[src/rtl/reg_stack_if.sv]
// Bus between the UL8 control unit (master) and the register stack (slave).
// push/pop/clr_err are one-cycle request strobes sampled on the rising clk edge.
interface reg_stack_if #(
    parameter int WIDTH = 8,
    parameter int CNT_W = 4
);
    // Handshake: there is no ready; the stack accepts every request on the edge
    // it is sampled. Requests that cannot be honoured are dropped and recorded
    // in the sticky overflow/underflow flags instead of being stalled.
    logic [WIDTH-1:0] data_in;
    logic             push;
    logic             pop;
    logic             clr_err;
    logic [WIDTH-1:0] data_out;
    logic [CNT_W-1:0] count;
    logic             empty;
    logic             full;
    logic             overflow;
    logic             underflow;

    modport master (
        output data_in, push, pop, clr_err,
        input  data_out, count, empty, full, overflow, underflow
    );

    modport slave (
        input  data_in, push, pop, clr_err,
        output data_out, count, empty, full, overflow, underflow
    );
endinterface

[src/rtl/reg_stack.sv]
// LIFO register stack for the UL8 CPU: CALL/RET return addresses and PUSH/POP data.
// The control state (EMPTY/PARTIAL/FULL) is a decode of the entry count.
module reg_stack #(
    parameter int WIDTH = 8,
    parameter int DEPTH = 8,
    parameter int CNT_W = 4
) (
    input  logic       clk,
    input  logic       resetn,
    reg_stack_if.slave bus,
    output logic [1:0] dbg_state
);
    localparam int AW = (DEPTH > 1) ? $clog2(DEPTH) : 1;
    localparam logic [CNT_W-1:0] CNT_FULL = CNT_W'(DEPTH);
    localparam logic [1:0] ST_EMPTY   = 2'd0;
    localparam logic [1:0] ST_PARTIAL = 2'd1;
    localparam logic [1:0] ST_FULL    = 2'd2;

    logic [WIDTH-1:0] mem_q [DEPTH];
    logic [CNT_W-1:0] count_q, count_d;
    logic [WIDTH-1:0] data_out_q, data_out_d;
    logic             ovf_q, ovf_d;
    logic             unf_q, unf_d;
    logic             mem_we;
    logic [AW-1:0]    mem_waddr;
    logic [WIDTH-1:0] mem_wdata;
    logic [CNT_W-1:0] top_idx;
    logic [1:0]       state;

    always_ff @(posedge clk or negedge resetn) begin
        if (!resetn) begin
            count_q    <= '0;
            data_out_q <= '0;
            ovf_q      <= 1'b0;
            unf_q      <= 1'b0;
        end else begin
            count_q    <= count_d;
            data_out_q <= data_out_d;
            ovf_q      <= ovf_d;
            unf_q      <= unf_d;
        end
    end

    // Storage is deliberately left out of reset; only count defines validity.
    always_ff @(posedge clk) begin
        if (mem_we) begin
            mem_q[mem_waddr] <= mem_wdata;
        end
    end

    assign top_idx = count_q - CNT_W'(1);

    always_comb begin
        count_d    = count_q;
        data_out_d = data_out_q;
        ovf_d      = bus.clr_err ? 1'b0 : ovf_q;
        unf_d      = bus.clr_err ? 1'b0 : unf_q;
        mem_we     = 1'b0;
        mem_waddr  = count_q[AW-1:0];
        mem_wdata  = bus.data_in;
        case ({bus.push, bus.pop})
            2'b10: begin
                if (state == ST_FULL) begin
                    ovf_d = 1'b1;
                end else begin
                    mem_we  = 1'b1;
                    count_d = count_q + CNT_W'(1);
                end
            end
            2'b01: begin
                if (state == ST_EMPTY) begin
                    unf_d = 1'b1;
                end else begin
                    data_out_d = mem_q[top_idx[AW-1:0]];
                    count_d    = top_idx;
                end
            end
            2'b11: begin
                // Swap the top entry; on an empty stack the word passes straight through.
                if (state == ST_EMPTY) begin
                    data_out_d = bus.data_in;
                end else begin
                    data_out_d = mem_q[top_idx[AW-1:0]];
                    mem_we     = 1'b1;
                    mem_waddr  = top_idx[AW-1:0];
                end
            end
            default: ;
        endcase
    end

    always_comb begin
        state = ST_PARTIAL;
        if (count_q == '0) begin
            state = ST_EMPTY;
        end else if (count_q == CNT_FULL) begin
            state = ST_FULL;
        end
    end

    assign bus.data_out  = data_out_q;
    assign bus.count     = count_q;
    assign bus.empty     = (state == ST_EMPTY);
    assign bus.full      = (state == ST_FULL);
    assign bus.overflow  = ovf_q;
    assign bus.underflow = unf_q;
    assign dbg_state     = state;
endmodule

[src/flat_wrapper.sv]
// flat-port wrapper written by rule: the top's interface ports become plain ports
module reg_stack_flat 
#(
    parameter int WIDTH = 8,
    parameter int DEPTH = 8,
    parameter int CNT_W = 4
)
  (clk, resetn, dbg_state, bus_data_in, bus_push, bus_pop, bus_clr_err, bus_data_out, bus_count, bus_empty, bus_full, bus_overflow, bus_underflow);
  reg_stack_if #(.WIDTH(WIDTH), .CNT_W(CNT_W)) bus_i ();
  input  logic clk;
  input  logic resetn;
  output logic [1:0] dbg_state;
  input wire logic [$bits(bus_i.data_in)-1:0] bus_data_in;
  input wire logic [$bits(bus_i.push)-1:0] bus_push;
  input wire logic [$bits(bus_i.pop)-1:0] bus_pop;
  input wire logic [$bits(bus_i.clr_err)-1:0] bus_clr_err;
  output wire logic [$bits(bus_i.data_out)-1:0] bus_data_out;
  output wire logic [$bits(bus_i.count)-1:0] bus_count;
  output wire logic [$bits(bus_i.empty)-1:0] bus_empty;
  output wire logic [$bits(bus_i.full)-1:0] bus_full;
  output wire logic [$bits(bus_i.overflow)-1:0] bus_overflow;
  output wire logic [$bits(bus_i.underflow)-1:0] bus_underflow;
  assign bus_i.data_in = bus_data_in;
  assign bus_i.push = bus_push;
  assign bus_i.pop = bus_pop;
  assign bus_i.clr_err = bus_clr_err;
  assign bus_data_out = bus_i.data_out;
  assign bus_count = bus_i.count;
  assign bus_empty = bus_i.empty;
  assign bus_full = bus_i.full;
  assign bus_overflow = bus_i.overflow;
  assign bus_underflow = bus_i.underflow;
  reg_stack #(.WIDTH(WIDTH), .DEPTH(DEPTH), .CNT_W(CNT_W)) u_core (.clk(clk), .resetn(resetn), .bus(bus_i), .dbg_state(dbg_state));
endmodule
[config.mk]
export PLATFORM = sky130hd
export DESIGN_NAME = reg_stack_flat
export DESIGN_NICKNAME = d
export VERILOG_FILES = /design/src/rtl/reg_stack_if.sv /design/src/rtl/reg_stack.sv /design/src/flat_wrapper.sv
export SDC_FILE = /design/constraint.sdc
export NUM_CORES = 1
export LEC_CHECK = 0
export ABC_CLOCK_PERIOD_IN_PS = 4040
export CAP_MARGIN = 20
export CORE_MARGIN = 1
export CORE_UTILIZATION = 35
export CTS_CLUSTER_DIAMETER = 40
export DETAILED_ROUTE_END_ITERATION = 8
export GPL_TIMING_DRIVEN = 0
export PLACE_DENSITY = 0.63
export SLEW_MARGIN = 20
export SYNTH_ARGS = -nofsm -noshare
export SYNTH_HDL_FRONTEND = slang
export SYNTH_SLANG_ARGS = --single-unit
[constraint.sdc]
create_clock -name clk -period 4.04 [get_ports clk]
set_input_delay 0.808 -clock clk [delete_from_list [all_inputs] [get_ports clk]]
set_output_delay 0.808 -clock clk [all_outputs]
set_load 0.01 [all_outputs]
## After elaboration in Yosys (flattened, before gate mapping)

Memories as Yosys holds them, arrays and structs flattened.
Cells that the tools add are included.

- Add/sub/neg operators: 2
- Multiply operators: 0
- Div/mod/pow operators: 0
- Magnitude comparators: 0
- Eq/ne operators: 7
- Shifts and indexed selects: 0
- Mux-type cells: 21
- Bitwise gates (word level): 0
- Reduce and logical (&&, ||, !) cells: 6

Operators by type and width:

| cell | count |
|---|---|
| 2-to-1 mux 8 bit | 2 |
| case mux 8 bit (2 select lines) | 1 |
| 2-to-1 mux 1 bit | 10 |
| 2-to-1 mux 4 bit | 2 |
| case mux 4 bit (2 select lines) | 1 |
| equality test 2 bit (second input constant) | 3 |
| 2-to-1 mux 3 bit | 2 |
| adder 4 x 1 -> 4 bit (second input constant) | 1 |
| equality test 4 bit (second input constant) | 1 |
| logical NOT 4 bit | 1 |
| 2-to-1 mux 2 bit | 2 |
| inequality test 2 bit (second input constant) | 2 |
| nonzero test 2 bit | 2 |
| subtractor 4 x 1 -> 4 bit (second input constant) | 1 |
| AND reduction 3 bit | 1 |
| equality test 2 x 1 -> 1 bit (second input constant) | 1 |
| logical NOT 2 bit | 1 |
| case mux 1 bit (2 select lines) | 1 |
| AND reduction 2 bit | 1 |

- Flip-flop bits (word level): 14
- Bits in latches: 0
- Bits in writable memories: 64
- Memory bits (read-only): 0
- Input port bits: 13
- Memories kept: 1

Memory list:

| memory | depth | bits a word | rd ports | clocked after memory_dff | wr ports | RTL line | RTL |
|---|---|---|---|---|---|---|---|
| u_core.mem_q | 8 | 8 | 1 | 0 | 1 | reg_stack.sv:19 | `logic [WIDTH-1:0] mem_q [DEPTH];` |

## Depth between registers and ports, before layout

Gate-level depths: netlist of run 1.

- Word-level depth: 8
- Gate-level depth with buffers: 10

## Worst setup path before layout of run 1

OpenSTA, ideal clock, no wires.

- Path kind: flip-flop to flip-flop
- Start: reg u_core.count_q[0] (netlist: u_core.bus.count[0])
- End: mem u_core.mem_q[0][0] (enable)
- Arrival time: 2,584 ps
- Data required time: 3,657 ps
- Path slack: 1,072 ps
- Stages on the path, launching flop included: 11
- Buffers on the path: 3
- Period minus slack after synthesis: 2,968 ps
- Cell sequence: dfrtp_1 > clkbuf_1 > inv_1 > ha_1 > buf_6 > or3b_1 > buf_2 > clkinv_2 > o21ai_0 > o31ai_1 > nor3_1

- Cells in the longest elaborated chain, start to end: 8
- Elaborated cells between the ends (all ways): 14
- Classes of those cells: add/sub (1); eq/ne (2); mux (9); reduce/logical (2)

RTL lines:

| what | RTL line | RTL |
|---|---|---|
| from (decl) | reg_stack.sv:20 | `logic [CNT_W-1:0] count_q, count_d;` |
| from (signal assigned) | reg_stack.sv:37 | `count_q <= count_d;` |
| equality test 4 bit | reg_stack.sv:96 | `end else if (count_q == CNT_FULL) begin` |
| 2-to-1 mux 2 bit | reg_stack.sv:96 |  |
| 2-to-1 mux 2 bit * | reg_stack.sv:94 | `if (count_q == '0) begin` |
| logical NOT 2 bit * | n/a |  |
| net bus_empty | flat_wrapper.sv:19 | `output wire logic [$bits(bus_i.empty)-1:0] bus_empty;` |
| 2-to-1 mux 1 bit | reg_stack.sv:80 | `if (state == ST_EMPTY) begin` |
| case mux 1 bit (2 select lines) | reg_stack.sv:61 | `case ({bus.push, bus.pop})` |
| 2-to-1 mux 1 bit | reg_stack.sv:46 | `if (mem_we) begin` |
| 2-to-1 mux 1 bit (implied by the code) | reg_stack.sv:47 | `mem_q[mem_waddr] <= mem_wdata;` |
| to (decl) | reg_stack.sv:19 |  |

Mark *: on every way through the listed nets, which the timed path passes. The rest lies on a longest branch.

## Final worst setup path of run 1

- Start: reg u_core.count_q[0] (netlist: u_core.bus.count[0])
- End: out bus_empty

- Cells in the longest elaborated chain, start to end: 4
- Elaborated cells between the ends (all ways): 5
- Classes of those cells: eq/ne (1); mux (2); reduce/logical (2)

RTL lines:

| what | RTL line | RTL |
|---|---|---|
| equality test 4 bit | reg_stack.sv:96 |  |
| 2-to-1 mux 2 bit | reg_stack.sv:96 |  |
| 2-to-1 mux 2 bit * | reg_stack.sv:94 |  |
| logical NOT 2 bit * | reg_stack.sv:103 | `assign bus.empty = (state == ST_EMPTY);` |
| to (decl) | flat_wrapper.sv:19 |  |

Every way passes the cells marked *; elsewhere a longest branch is shown, timed or not.

==> impl_metrics.toml, run 1 <==
[worst_setup_path]
timing.critical_path.arrival_ns = 2.63
critical_path.endpoint_type = "primary output"
critical_path.cell_chain = "clkbuf_1 > inv_1 > ha_1 > buf_6 > or3b_1 > buf_2 > clkinv_2 > clkdlybuf4s50_1"
cp_data_required_time_ns = 3.23
stage_delay_of_the_slowest_cell_on_the_critical_path_ns = 0.54
crit_path_max_fanout = 10
worstSetupStartpointType = "register"
cpMaxStageDelayCell = "clkdlybuf4s50_1"
critPathKind = "register to primary output"

[floorplanning]
start_util_pct = 36.2
placement_rows = 35
fp.dieH_um = 99.8
io_pins = 31
floorplan.die_area_um2 = 9960
floorplan.die.width_um = 99.8
placeableCoreArea_um2 = 9240

[cts]
post-cts-setup-buffers = 0
ctsHoldBuffers = 0
cts_resized = 0
cts_max_path_bufs = 2
tritoncts = "done"
clk_pin_slew_ns = 0.08
cts_buf_count = 9
clock_sinks = 78
source_to_sink_clock_delay_at_the_later_pin_of_the_worst_skew_pair_ns = 0.35
clock_tree.root_cell = "clkbuf_8"
htreeDepth = 3

[route]
wl_mm = 7.10
drc = 0
route.detailed.wl_per_inst_um = 17.9
drtPass1Iterations = 4
vias_per_cell = 5.17
drt_iter0_markers = 96
drtAntennaViolNets = 0
number_of_vias_in_the_routed_layout = 2049

[synthesis]
post_synthesis_cell_area_um2 = 3350
synth.ff_latch_count = 78
async_reset_ff_share_pct = 17.9
post-synth-top-area-cell = "edfxtp_1"
net_count_after_synthesis = 237
synth.most_common_cell = "edfxtp_1"
synth.distinct_cells = 40
avgSynthCellArea_um2 = 15.1
netlist_top_cells_area = "edfxtp_1, dfrtp_1, mux2_2, mux2i_1, a32o_1"
synth_edf_count = 64
synth.cells.most_frequent = "edfxtp_1, nand2_1, mux2_2, dfrtp_1, nor3_1"
synth-main-ff-cell = "edfxtp_1"
post_synth_inst_count = 222
seq_area_frac_synth_pct = 67.9
synth-warning-count = 0
synthDominantCellAreaShare_pct = 57.4

[timing]
whs_ns = 0.492
drv_slew = 0
max_freq_mhz = 291
fin_setup_tns_ns = 0
setup_repair_after_global_routing_missed_its_margin = "false"
relSlewSlack_pct = 46.0
finalSetupViolations = 0
min_period_ns = 3.44
final_worst_path_period_share_pct = 85.0
clock-skew-final_ns = 0.00708
finalHoldViolations = 0
tightest_slew_ns = 0.806

[global_routing]
grt_use_total_pct = 15.7
vias_in_the_first_global_route = 2044
antenna_found_initial = 0
overflow = 0
grt_first_pass_wirelength_mm = 11.4
maximum_number_of_pins_on_one_net_before_global_route_repair = 15

[power_and_ir_drop]
pwr_density_cell_nw_per_um2 = 782
leakage_nw = 1.37
intPower_mw = 2.03
net-switching-power_mw = 1.14
share_seq_of_total_power_pct = 35.2
combinationalPowerShare_pct = 45.1
irDropWorstVdd_uv = 329
power_switching_share_pct = 36.1
pwr-share-clk_pct = 19.7

[place]
gp_routability_congestion = 0.729
port_buffer_count = 29
dp.final_hpwl_mm = 4.64

[cells_and_area]
post_route_cells_drive_above_1_share_pct = 19.1
finish.net_count = 277
area_growth_pct = 21.1
nFillCells = 838
n_antenna_cell = 0

[flow_run]
maxCapViolations = 0

[status]
status = "finished, final reports clean"

[hold_path]
worst_hold_path_type = "register to register"
[power by group through the flow]
stage	clock network (mW)	logic, mW	registers [mW]
global route	0.674	1.56	1.13
finish	0.625	1.43	1.12
detailed placement	0	1.43	1.13
CTS	0.640	1.44	1.12
floorplan	0	0.933	1.14
global placement	0	1.40	1.13
[stage by stage]
step | cells | utilization, % | setup WS (ns) | instance area [µm²] | total power, mW
after floorplan | 222 | - | 1.07 | 3350 | 2.07
after global placement | 380 | 41.1 | 0.259 | 3800 | 2.52
after detailed placement | 380 | 41.5 | 0.641 | 3840 | 2.56
after CTS | 396 | 43.9 | 0.594 | 4050 | 3.19
after global routing | 396 | 43.9 | 0.460 | 4050 | 3.37
final | 396 | 43.9 | 0.605 | 4050 | 3.17
[final timing paths]
kind / end / slack (ns) / cells past startpoint / start
worst max-delay path: bus_empty / 0.60 / 8 / u_core.bus.count[0]
worst min-delay path: u_core.bus.underflow / 0.49 / 1 / u_core.bus.underflow
worst max register to register: u_core.mem_q[4][6] / 0.79 / 10 / u_core.bus.count[0]
worst min register to register: u_core.bus.underflow / 0.49 / 1 / u_core.bus.underflow
max in group asynchronous: u_core.bus.data_out[6] / 2.65 / 1 / resetn
min in group asynchronous: u_core.bus.count[2] / 0.91 / 1 / resetn
[layout by cell type (no fill, tap or decap), drive strengths merged, types with 2 or more instances in the layout]
cell / n
nor2: 3
nor2b: 2
xnor2: 3
mux2i: 10
ha: 2
nor3: 13
a22oi: 8
edfxtp: 64
nand2b: 2
dfrtp: 14
o31ai: 9
nand2: 21
o22ai: 10
xor2: 2
buf: 6
inv: 4
clkinv: 2
mux2: 18
clkbuf: 17
o21ai: 4
bufinv: 2
clkdlybuf4s50: 29
a32o: 9
clkinvlp: 2
[routing by layer]
layer	vias up	global-route usage (%)	routed length [µm]
met5	-	0	0
met4	0	5.43	113
met3	12	4.04	370
met2	69	24.9	3420
met1	1022	20.9	3190
li1	946	-	-
[cell type report]
type | count | area [µm²] | share of cell area, %
multi-input cells | 127 | 1030 | 25.3
clock buffers | 11 | 131 | 3.24
flip-flops and latches | 78 | 2270 | 56.0
plain buffers | 12 | 68.8 | 1.70
repair buffers | 29 | 290 | 7.16
clock inverters | 5 | 83.8 | 2.07
inverters | 5 | 20.0 | 0.494
well taps | 129 | 161 | 3.98
[state kept, by name, indices dropped and copies added, names as in the netlist]
signal	count
u_core.bus.underflow	1
u_core.bus.count	4
u_core.bus.overflow	1
u_core.bus.data_out	8
u_core.mem_q	64
[logic make-up after synthesis]
kind of cell    share of synthesized area (%)
compound gates                           10.3
flops                                    67.9
xor+xnor                                 2.43
buf+inv                                  2.65
fa+ha+maj                               0.748
mux                                      9.05
simple gates                             6.95
[critical path, delay by kind of cell (launching register included)]
| kind | cells | cell delay [ns] |
|---|---|---|
| simple gates | 1 | 0.34 |
| flops | 1 | 0.40 |
| fa+ha+maj | 1 | 0.18 |
| buf+inv | 6 | 1.36 |
No activity file was read; power rests on OpenSTA's default activity.
==> inputs of run 2 (changes only) <==
Settings changed: MAX_ROUTING_LAYER set to met4.
==> impl_metrics.toml, run 2 (same netlist as run 1, synthesis figures left out) <==
[route]
drt_iter0_markers = 97
drc = 0
number_of_vias_in_the_routed_layout = 2043
wl_met2_mm = 3.44
route.detailed.wl_per_inst_um = 17.9
top_layer = "met4"
wl_mm = 7.07
routed-wl-met3_um = 313
drtPass1Iterations = 4
wl_met1_mm = 3.22
drtAntennaViolNets = 0
vias_per_cell = 5.16

[cells_and_area]
nFillCells = 838
layout.cells.most_common_list = "edfxtp_1, clkdlybuf4s50_1, nand2_1"
layout_commonest_cell = "edfxtp_1"
n_antenna_cell = 0
finish.net_count = 277
post_route_cells_drive_above_1_share_pct = 19.1
area_growth_pct = 21.1
register_bank_with_the_most_flops = "u_core.mem_q"
largest_register_ffs = 64

[floorplanning]
floorplan.die.width_um = 99.8
placement_rows = 35
io_pins = 31
floorplan.die_area_um2 = 9960
placeableCoreArea_um2 = 9240
fp.dieH_um = 99.8
start_util_pct = 36.2

[cts]
clock_sinks = 78
clock_tree.root_cell = "clkbuf_8"
htreeDepth = 3
cts_max_path_bufs = 2
clk_pin_slew_ns = 0.08
cts_buf_count = 9
tritoncts = "done"
post-cts-setup-buffers = 0
ctsHoldBuffers = 0
cts_resized = 0
source_to_sink_clock_delay_at_the_later_pin_of_the_worst_skew_pair_ns = 0.35

[timing]
max_freq_mhz = 292
finalSetupViolations = 0
final_worst_path_period_share_pct = 84.9
fin_setup_tns_ns = 0
min_period_ns = 3.43
drv_slew = 0
relSlewSlack_pct = 45.2
finalHoldViolations = 0
setup_repair_after_global_routing_missed_its_margin = "false"
tightest_slew_ns = 0.815
clock-skew-final_ns = 0.00773

[hold_path]
worst_hold_path_type = "register to register"
worstHoldPathCells = 1

[flow_run]
maxCapViolations = 0

[status]
status = "finished, final reports clean"

[global_routing]
antenna_found_initial = 0
grt_first_pass_wirelength_mm = 11.4
maximum_number_of_pins_on_one_net_before_global_route_repair = 15
grt_use_total_pct = 16.2
vias_in_the_first_global_route = 2043
overflow = 0

[power_and_ir_drop]
share_seq_of_total_power_pct = 35.1
intPower_mw = 2.03
power_switching_share_pct = 36.0
power_mw = 3.17
leakage_nw = 1.37
pwr_density_cell_nw_per_um2 = 781
pwr-share-clk_pct = 19.7
combinationalPowerShare_pct = 45.1
irDropWorstVdd_uv = 329
net-switching-power_mw = 1.14

[worst_setup_path]
ff2ff_path_depth = 10
critPathKind = "register to primary output"
stage_delay_of_the_slowest_cell_on_the_critical_path_ns = 0.54
critical_path.cell_chain = "clkbuf_1 > inv_1 > ha_1 > buf_6 > or3b_1 > buf_2 > clkinv_2 > clkdlybuf4s50_1"
cp_data_required_time_ns = 3.23
worstSetupStartpointType = "register"
timing.critical_path.buf_inv = 6
timing.critical_path.max_delay_family = "buffers and inverters"
timing.critical_path.arrival_ns = 2.62
cp_num_cells = 8
critical_path.endpoint_type = "primary output"
crit_path_max_fanout = 10
cpMaxStageDelayCell = "clkdlybuf4s50_1"

[place]
dp.final_hpwl_mm = 4.64
gp_routability_congestion = 0.737
port_buffer_count = 29
==> run 2: cell counts in the layout (fill, tap and decap cells not counted) <==
No cell type changed its count.
==> run 2: final cells by class <==
cell class | count | area, µm² | share of cell area, %
plain buffers | 12 | 68.8 | 1.70
clock buffers | 11 | 131 | 3.24
clock inverters | 5 | 83.8 | 2.07
inverters | 5 | 20.0 | 0.494
multi-input cells | 127 | 1030 | 25.3
flip-flops and latches | 78 | 2270 | 56.0
well taps | 129 | 161 | 3.98
repair buffers | 29 | 290 | 7.16
==> run 2: worst paths after layout <==
check / slack (ns) / start / to
worst min register to register: 0.49 / u_core.bus.underflow / u_core.bus.underflow
min in group asynchronous: 0.90 / resetn / u_core.bus.count[2]
max in group asynchronous: 2.66 / resetn / u_core.bus.data_out[6]
worst min-delay path: 0.49 / u_core.bus.underflow / u_core.bus.underflow
worst max-delay path: 0.61 / u_core.bus.count[0] / bus_empty
worst max register to register: 0.78 / u_core.bus.count[0] / u_core.mem_q[4][6]
==> run 2: per-stage QoR <==
| stage | hold slack, ns | instance area (µm²) | util, % | setup slack [ns] | instances |
|---|---|---|---|---|---|
| 6_report | 0.493 | 4050 | 43.9 | 0.610 | 396 |
| 5_1_grt | 0.503 | 4050 | 43.9 | 0.460 | 396 |
| 4_1_cts | 0.496 | 4050 | 43.9 | 0.594 | 396 |
| 3_5_place_dp | 0.475 | 3840 | 41.5 | 0.641 | 380 |
| 3_3_place_gp | 0.481 | 3800 | 41.1 | 0.259 | 380 |
| 2_1_floorplan | 0.512 | 3350 | - | 1.07 | 222 |
==> run 2: power groups by stage <==
| stage | logic, mW | clock network [mW] | registers (mW) |
|---|---|---|---|
| floorplan | 0.933 | 0 | 1.14 |
| detailed placement | 1.43 | 0 | 1.13 |
| CTS | 1.44 | 0.640 | 1.12 |
| finish | 1.43 | 0.625 | 1.11 |
| global placement | 1.40 | 0 | 1.13 |
| global route | 1.56 | 0.674 | 1.13 |
==> run 2: metal layers <==
layer | track usage [%] | vias to the layer above
li1 | - | 948
met1 | 20.9 | 1026
met2 | 25.0 | 58
met3 | 4.04 | 11
met4 | 5.43 | 0
met5 | - | -
